### config.mk
export PLATFORM = sky130hd
export DESIGN_NAME = softmax_bwd_stream
export DESIGN_NICKNAME = d
export VERILOG_FILES = /design/src/rtl/softmax_pkg.sv /design/src/rtl/fx_mul_shift.sv /design/src/rtl/softmax_bwd_stream.sv
export SDC_FILE = /design/constraint.sdc
export NUM_CORES = 2
export LEC_CHECK = 0
export CAP_MARGIN = 20
export CORE_AREA = 4 4 332 334
export CTS_BUF_LIST = sky130_fd_sc_hd__clkbuf_2
export DETAILED_ROUTE_END_ITERATION = 10
export DIE_AREA = 0 0 336 338
export DONT_BUFFER_PORTS = 1
export SLEW_MARGIN = 30
export SYNTH_ARGS = -nofsm -noshare
export SYNTH_HDL_FRONTEND = slang
export SYNTH_SLANG_ARGS = --single-unit
### constraint.sdc
create_clock -name clk -period 16.65 [get_ports clk]
set_input_delay 3.33 -clock clk [delete_from_list [all_inputs] [get_ports clk]]
set_output_delay 3.33 -clock clk [all_outputs]
set_load 0.02 [all_outputs]
### src/rtl/softmax_pkg.sv
// Shared constants, state type and saturation helper
// for the softmax backward streaming datapath.
package softmax_pkg;

  localparam logic [15:0] P_ONE = 16'h8000;
  localparam int          PF    = 15;

  typedef enum logic {
    LOAD,
    DRAIN
  } sm_bwd_state_e;

  function automatic logic signed [63:0] sat_signed(
    input logic signed [63:0] value,
    input int                 width
  );
    logic signed [63:0] hi;
    logic signed [63:0] lo;
    hi = (64'sd1 <<< (width - 1)) - 64'sd1;
    lo = -(64'sd1 <<< (width - 1));
    if (value > hi) return hi;
    if (value < lo) return lo;
    return value;
  endfunction

endpackage

### src/rtl/fx_mul_shift.sv
// Signed a times unsigned b, arithmetic shift right by SH (floor),
// then saturate (SAT=1) or sign-truncate (SAT=0) to OW bits.
module fx_mul_shift
  import softmax_pkg::*;
#(
  parameter int AW  = 16,
  parameter int BW  = 16,
  parameter int OW  = 16,
  parameter int SH  = PF,
  parameter bit SAT = 1'b1
) (
  input  logic signed [AW-1:0] a,
  input  logic        [BW-1:0] b,
  output logic signed [OW-1:0] o
);

  localparam int PRW = AW + BW + 1;

  logic signed [PRW-1:0] prod;
  logic signed [PRW-1:0] sh;

  // b is zero-extended so it multiplies as a non-negative value
  assign prod = PRW'(a) * PRW'($signed({1'b0, b}));
  assign sh   = prod >>> SH;

  assign o = OW'(SAT ? sat_signed(64'(sh), OW) : 64'(sh));

endmodule

### src/rtl/softmax_bwd_stream.sv
// Streaming softmax backward: dx[i] = p[i]*(g[i] - sum_j p[j]*g[j]).
// Ports: clk/rst_n, in_* (p,g,last) valid/ready, out_* (dx,last) valid/ready.
module softmax_bwd_stream
  import softmax_pkg::*;
#(
  parameter int LEN = 16,
  parameter int PW  = 16,
  parameter int GW  = 16,
  parameter int GF  = 8
) (
  input  logic                 clk,
  input  logic                 rst_n,
  input  logic                 in_valid,
  output logic                 in_ready,
  input  logic [PW-1:0]        in_p,
  input  logic signed [GW-1:0] in_g,
  input  logic                 in_last,
  output logic                 out_valid,
  input  logic                 out_ready,
  output logic signed [GW-1:0] out_dx,
  output logic                 out_last
);

  localparam int IW  = $clog2(LEN);
  localparam int NW  = $clog2(LEN + 1);
  localparam int EW  = PW + GW;
  localparam int MW  = PW + GW + 1;
  localparam int ACW = PW + GW + 1 + $clog2(LEN);

  if (PW != 16 || LEN < 2 || GF >= GW) begin : g_param_check
    $error("softmax_bwd_stream: unsupported parameters");
  end

  sm_bwd_state_e state_q, state_d;

  logic [IW-1:0]         wr_idx_q;
  logic [IW-1:0]         rd_idx_q;
  logic [NW-1:0]         n_q;
  logic signed [ACW-1:0] acc_q;
  logic signed [GW:0]    s_q;
  logic [EW-1:0]         buf_q [LEN];

  logic                  in_fire;
  logic                  out_fire;
  logic                  frame_end;
  logic signed [MW-1:0]  mac_prod;
  logic signed [ACW-1:0] acc_next;
  logic [EW-1:0]         rd_entry;
  logic [PW-1:0]         rd_p;
  logic signed [GW-1:0]  rd_g;
  logic signed [GW+1:0]  d;
  logic signed [GW-1:0]  dx;

  assign in_ready  = (state_q == LOAD);
  assign out_valid = (state_q == DRAIN);
  assign in_fire   = in_valid & in_ready;
  assign out_fire  = out_valid & out_ready;
  assign frame_end = in_last | (wr_idx_q == IW'(LEN - 1));

  fx_mul_shift #(
    .AW (GW),
    .BW (PW),
    .OW (MW),
    .SH (0),
    .SAT(1'b0)
  ) u_mac (
    .a(in_g),
    .b(in_p),
    .o(mac_prod)
  );

  assign acc_next = acc_q + ACW'(mac_prod);

  assign rd_entry = buf_q[rd_idx_q];
  assign rd_p     = rd_entry[EW-1:GW];
  assign rd_g     = rd_entry[GW-1:0];
  assign d        = $signed({{2{rd_g[GW-1]}}, rd_g})
                  - $signed({s_q[GW], s_q});

  fx_mul_shift #(
    .AW (GW + 2),
    .BW (PW),
    .OW (GW),
    .SH (PF),
    .SAT(1'b1)
  ) u_dx (
    .a(d),
    .b(rd_p),
    .o(dx)
  );

  // gated so the idle output is a clean zero
  assign out_last = out_valid & (NW'(rd_idx_q) == n_q - NW'(1));
  assign out_dx   = out_valid ? dx : '0;

  always_comb begin
    state_d = state_q;
    unique case (state_q)
      LOAD:    if (in_fire && frame_end) state_d = DRAIN;
      DRAIN:   if (out_fire && out_last) state_d = LOAD;
      default: state_d = LOAD;
    endcase
  end

  always_ff @(posedge clk or negedge rst_n) begin
    if (!rst_n) state_q <= LOAD;
    else        state_q <= state_d;
  end

  always_ff @(posedge clk or negedge rst_n) begin
    if (!rst_n) begin
      wr_idx_q <= '0;
      rd_idx_q <= '0;
      n_q      <= '0;
      acc_q    <= '0;
      s_q      <= '0;
    end else begin
      if (in_fire) begin
        if (frame_end) begin
          acc_q    <= '0;
          wr_idx_q <= '0;
          n_q      <= NW'(wr_idx_q) + NW'(1);
          s_q      <= (GW + 1)'(acc_next >>> PF);
        end else begin
          acc_q    <= acc_next;
          wr_idx_q <= wr_idx_q + IW'(1);
        end
      end
      if (out_fire) begin
        rd_idx_q <= out_last ? '0 : rd_idx_q + IW'(1);
      end
    end
  end

  always_ff @(posedge clk) begin
    if (in_fire) buf_q[wr_idx_q] <= {in_p, in_g};
  end

endmodule

== Yosys cells after proc, flatten, opt, wreduce, memory -nomap -nowiden ==
Memories as Yosys holds them, arrays and structs flattened.
Cells that the tools add are included.
Operators by class
  add/subtract/negate cells: 6
  multiply operators: 2
  $lt $le $gt $ge: 2
  equality and inequality tests: 2
  multiplexer cells: 16
  bitwise logic cells: 5
  reductions and logical operators: 3
Operator list (count)
  two-way mux 16 bit: 5
  adder 37 x 33 -> 37 bit: 1
  two-way mux 37 bit: 1
  multiplier 18 x 17 -> 35 bit: 1
  multiplier 16 x 17 -> 33 bit: 1
  greater-than comparator 20 x 16 -> 1 bit, second input constant: 1
  less-than comparator 20 x 16 -> 1 bit, second input constant: 1
  subtractor 16 x 17 -> 18 bit: 1
  adder 4 x 1 -> 4 bit, second input constant: 2
  two-way mux 4 bit: 2
  two-way mux 1 bit: 7
  adder 4 x 1 -> 5 bit, second input constant: 1
  == test 4 x 5 -> 1 bit: 1
  subtractor 5 x 1 -> 5 bit, second input constant: 1
  == test 4 bit, second input constant: 1
  bitwise AND 1 bit: 3
  logical AND 1 bit: 2
  case mux 1 bit (2 select lines): 1
  AND reduction 2 bit: 1
  NOT 1 bit: 1
  OR 1 bit: 1
Storage, ports and cells
  flip-flop bits (word level): 68
  RAM bits: 512
  bits of input ports: 37
  output and inout port bits: 19
  logic and storage cells: 43
  memories kept: 1
Memories
  buf_q: words 16, bits a word 32, rd ports 1, clocked after memory_dff 0, write ports 1, line softmax_bwd_stream.sv:41  | logic [EW-1:0] buf_q [LEN];

== Longest topological paths before layout ==
An unclocked memory read counts as a cell.
  depth in word-level cells: 9
  mapped depth: 42
  mapped depth without buffers: 36

== Modules after synthesis ==
A second synthesis with hierarchy kept.
Second synthesis, totals
  cells, all modules: 3923
  area, all modules: 44841.8 um^2
Modules (own cells, without submodules)
  softmax_bwd_stream: instances 1, cells each 1577, area an instance 24696.2 um^2, sequential area each 16951.3 um^2
  fx_mul_shift (u_dx): instances 1, cells each 1278, area an instance 11093.1 um^2, sequential area each 0.0 um^2
  fx_mul_shift (u_mac): instances 1, cells each 1068, area an instance 9052.4 um^2, sequential area each 0.0 um^2

== Least setup slack after synthesis ==
OpenSTA, ideal clock, no wires.
  path type: reg-to-output
  from: reg rd_idx_q[0]
  to: out out_dx[10]
  data arrival time: 10284 ps
  data required time: 13320 ps
  setup slack: 3036 ps
  stages on the path, launching flop included: 40
  path buffers: 8
  cell sequence: dfrtp_1 -> buf_4 -> buf_4 -> buf_4 -> buf_2 -> buf_2 -> mux4_2 -> mux4_2 -> ha_1 -> nor2b_1 -> o21ai_1 -> a21oi_1 -> o21ba_2 -> o21ai_0 -> a21oi_1 -> a2111oi_0 -> o211a_1 -> or2_2 -> [... 4 more ...] -> clkbuf_1 -> xnor2_1 -> xnor2_1 -> fa_1 -> fa_1 -> inv_1 -> fa_1 -> inv_1 -> ha_1 -> a21o_1 -> a21o_1 -> a21oi_1 -> o31ai_4 -> and4_1 -> o31a_1 -> o21a_2 -> buf_6 -> o21a_1
On the way
  longest elaborated chain between the ends: 9
  elaborated cells between the ends (all ways): 12
  those cells by class: add/sub: 1; mul: 1; order compare: 2; mux: 7; memory: 1
Ends and longest elaborated chain
  start, declared: line softmax_bwd_stream.sv:37  | logic [IW-1:0] rd_idx_q;
  start signal, assigned: line softmax_bwd_stream.sv:130  | rd_idx_q <= out_last ? '0 : rd_idx_q + IW'(1);
  memory read (16 x 32 bit) (*)
  subtractor 16 x 17 -> 18 bit: line softmax_bwd_stream.sv:78  | - $signed({s_q[GW], s_q});
  multiplier 18 x 17 -> 35 bit (*): line fx_mul_shift.sv:23  | assign prod = PRW'(a) * PRW'($signed({1'b0, b}));
  less-than comparator 20 x 16 -> 1 bit: line softmax_pkg.sv:22  | if (value < lo) return lo;
  two-way mux 1 bit (2 in a row): line softmax_pkg.sv:22
  two-way mux 16 bit: line softmax_pkg.sv:23  | return value;
  two-way mux 16 bit (*): line softmax_pkg.sv:22
  two-way mux 16 bit (*): line softmax_bwd_stream.sv:94  | assign out_dx = out_valid ? dx : '0;
  end, declared: line softmax_bwd_stream.sv:20  | output logic signed [GW-1:0] out_dx,
Mark *: on every way between the ends. The rest lies on a longest branch, timed or not. The select of a mux whose other input is x is not followed.

== Final worst setup path ==
  from: reg rd_idx_q[1]
  to: out out_dx[13]
The elaborated chain is that of the path after synthesis.

==> flow_summary.ini <==
[timing]
finClkSkew_ps = 106.9
max_freq_mhz = 65.03
hold_violations = 0
drv_slew = 0
tightest_slew_ps = 1052
period_share_pct = 92.36
post-route-min-period_ps = 15380
setup_violations = 0
rsz0062_at_grt = false
relSlewSlack_pct = 29.56
setup-tns-final_ps = 0

[grt]
grt_pass1_vias = 27180
antenna_found_initial = 3
grt_max_degree = 64
grt_pass1_wl_um = 159400
overflow = 0
grt_use_total_pct = 18.43

[clock_network]
cts_root_buf = clkbuf_2
cts-buffers-inserted = 139
clockBufferDepth = 3
ctsHoldBuffers = 0
htree_levels = 4
cts_tree = done
clk_latency_ps = 1260
post-cts-setup-buffers = 0
clock-sinks = 575
cts_resized = 0
clkTransAtPathRegs_ps = 100

[setup_path]
reg2reg_depth = 18
cpPeakStageDelay_ps = 830
rr_startpoint = acc_q[8]
startpoint_type = flip-flop
cp.arrival_ps = 12050
cp_common_cell = fa_1
crit_type = flip-flop to primary output
r2r_end = s_q[15]
slowest_stage = dfrtp_4
crit_path_end_kind = primary output
required_ps = 13320
worst-r2r-setup-slack_ps = 10990
cp_max_fo = 46

[synth]
synth_edf_count = 512
syn_avg_cell_area_um2 = 12.72
yosysWarnings = 0
synth_ff_type = edfxtp_1
netlist_instances = 3359
synth_nets = 4133
synth.largest_area_cell = edfxtp_1
synthTopCellsByArea = edfxtp_1 (36%), fa_1 (24%), mux4_2 (8.2%), ha_1 (6.7%), inv_1 (5.8%)
synth_area_um2 = 42720
yosysSeqAreaShare_pct = 39.68
yosysUniqueCellTypes = 74
yosys.area.top_type_share_pct = 35.99
async_flop_share_pct = 10.96
synth_seq_cells = 575

[place]
gp_congestion = 0.8104
dp_hpwl_um = 69090
port_buffers = 0

[drt]
drc = 0
initialDrtViolationCount = 1635
first_pass_iters = 7
via_per_inst = 5.088
drt_wl_total_um = 100900
vias = 25040
antenna_left = 0
post_drt_wl_per_cell_um = 20.49

[finish]
syn_to_final_growth_pct = 7.305
drive_gt1_share_pct = 13.48
layout_common_cells = inv_1 (655), edfxtp_1 (512), fa_1 (508)
fin_nets = 4195
final_common_cell = inv_1

[worst_hold_path]
min_delay_path_depth = 2
hold_class = flip-flop to flip-flop
hp-start = acc_q[0]
hold_end = acc_q[0]

[die]
coreArea_um2 = 106900
rows = 120
num_io_pins = 56
initial_core_util_pct = 39.96
dieArea_um2 = 113600
die_h_um = 338
die_w_um = 336

[outcome]
status = complete, no violations

[flow_run]
maxCapViolations = 0
## cells in the mapped netlist, types with 12 or more instances
master	instances
nor2b_1	28
nor2_1	114
nand2b_1	30
a31oi_1	12
o21ai_0	52
edfxtp_1	512
xor2_1	34
a22o_1	12
a21oi_1	48
nor3_1	16
ha_1	229
nand2_1	353
inv_1	655
nand3_1	14
dfrtp_1	63
fa_1	508
clkbuf_1	93
o21ai_1	14
a21o_1	31
xnor2_1	64
buf_2	21
and2_1	168
mux4_2	155
o21a_1	21
## layer usage
metal	track usage, %	vias to the layer above	routed length, um
met5	0	-	0
met4	4.083	0	1478
met3	3.093	104	5596
met2	31.29	676	49370
met1	25.09	13070	44420
li1	-	11190	-
## area by class of cell
class | count | area, um2
fill | 9960 | 61070
multi-input combinational | 2002 | 22920
sequential | 575 | 16960
inverter | 656 | 2462
tap | 1403 | 1755
clock buffer | 186 | 930.9
clock inverter | 50 | 410.4
timing repair buffer | 47 | 385.4
antenna | 3 | 7.507
## how the worst max path moves through the flow
| stage | from | to | slack [ps] |
|---|---|---|---|
| after global routing | rd_idx_q[1] | out_dx[11] | 480 |
| after global placement | rd_idx_q[0] | out_dx[10] | 2370 |
| final | rd_idx_q[1] | out_dx[13] | 1270 |
| after CTS | rd_idx_q[0] | out_dx[13] | 850 |
| after floorplan | rd_idx_q[0] | out_dx[10] | 3040 |
| after detailed placement | rd_idx_q[0] | out_dx[13] | 2320 |
## through the flow
stage / worst slack [ps] / instance area, um2 / hold slack (ps) / utilization, % / std cells
6_report: 1272 / 45840 / 476.5 / 42.88 / 4922
5_1_grt: 478.4 / 45830 / 507.0 / 42.87 / 4921
4_1_cts: 850.6 / 45790 / 484.9 / 42.83 / 4918
3_5_place_dp: 2323 / 44450 / 467.0 / 41.58 / 4682
3_3_place_gp: 2370 / 44430 / 455.3 / 41.56 / 4682
2_1_floorplan: 3036 / 42720 / 445.3 / - / 3359
## flip-flops by register name (all words and copies together), names as in the netlist
name and flops:
out_valid 1, wr_idx_q 4, s_q 17, acc_q 32
n_q 5, buf_q 512, rd_idx_q 4
## worst max-delay path: cells and delay by family (launching register included)
family                   cells  cell delay [ps]
AO/OA/AOI/OAI               12             2830
XOR/XNOR                     3              970
adder cells (fa/ha/maj)      7             3570
buffers and inverters        3              780
flip-flops                   1              830
multiplexers                 2              930
AND/OR/NAND/NOR              3              800
## cell families (layout without fill, tap and decap cells)
kind of cell,after synthesis,count (layout),share of synthesized area [%]
xor+xnor,99,99,2.047
fa+ha+maj,740,740,30.59
other cells,0,3,0
buf+inv,782,939,7.012
mux,169,169,8.527
flops,575,575,39.68
simple gates,752,752,8.257
compound gates,242,242,3.887
Power is not shown: default switching activity piles up to over one toggle a cycle in this logic, so the estimate is an artifact.
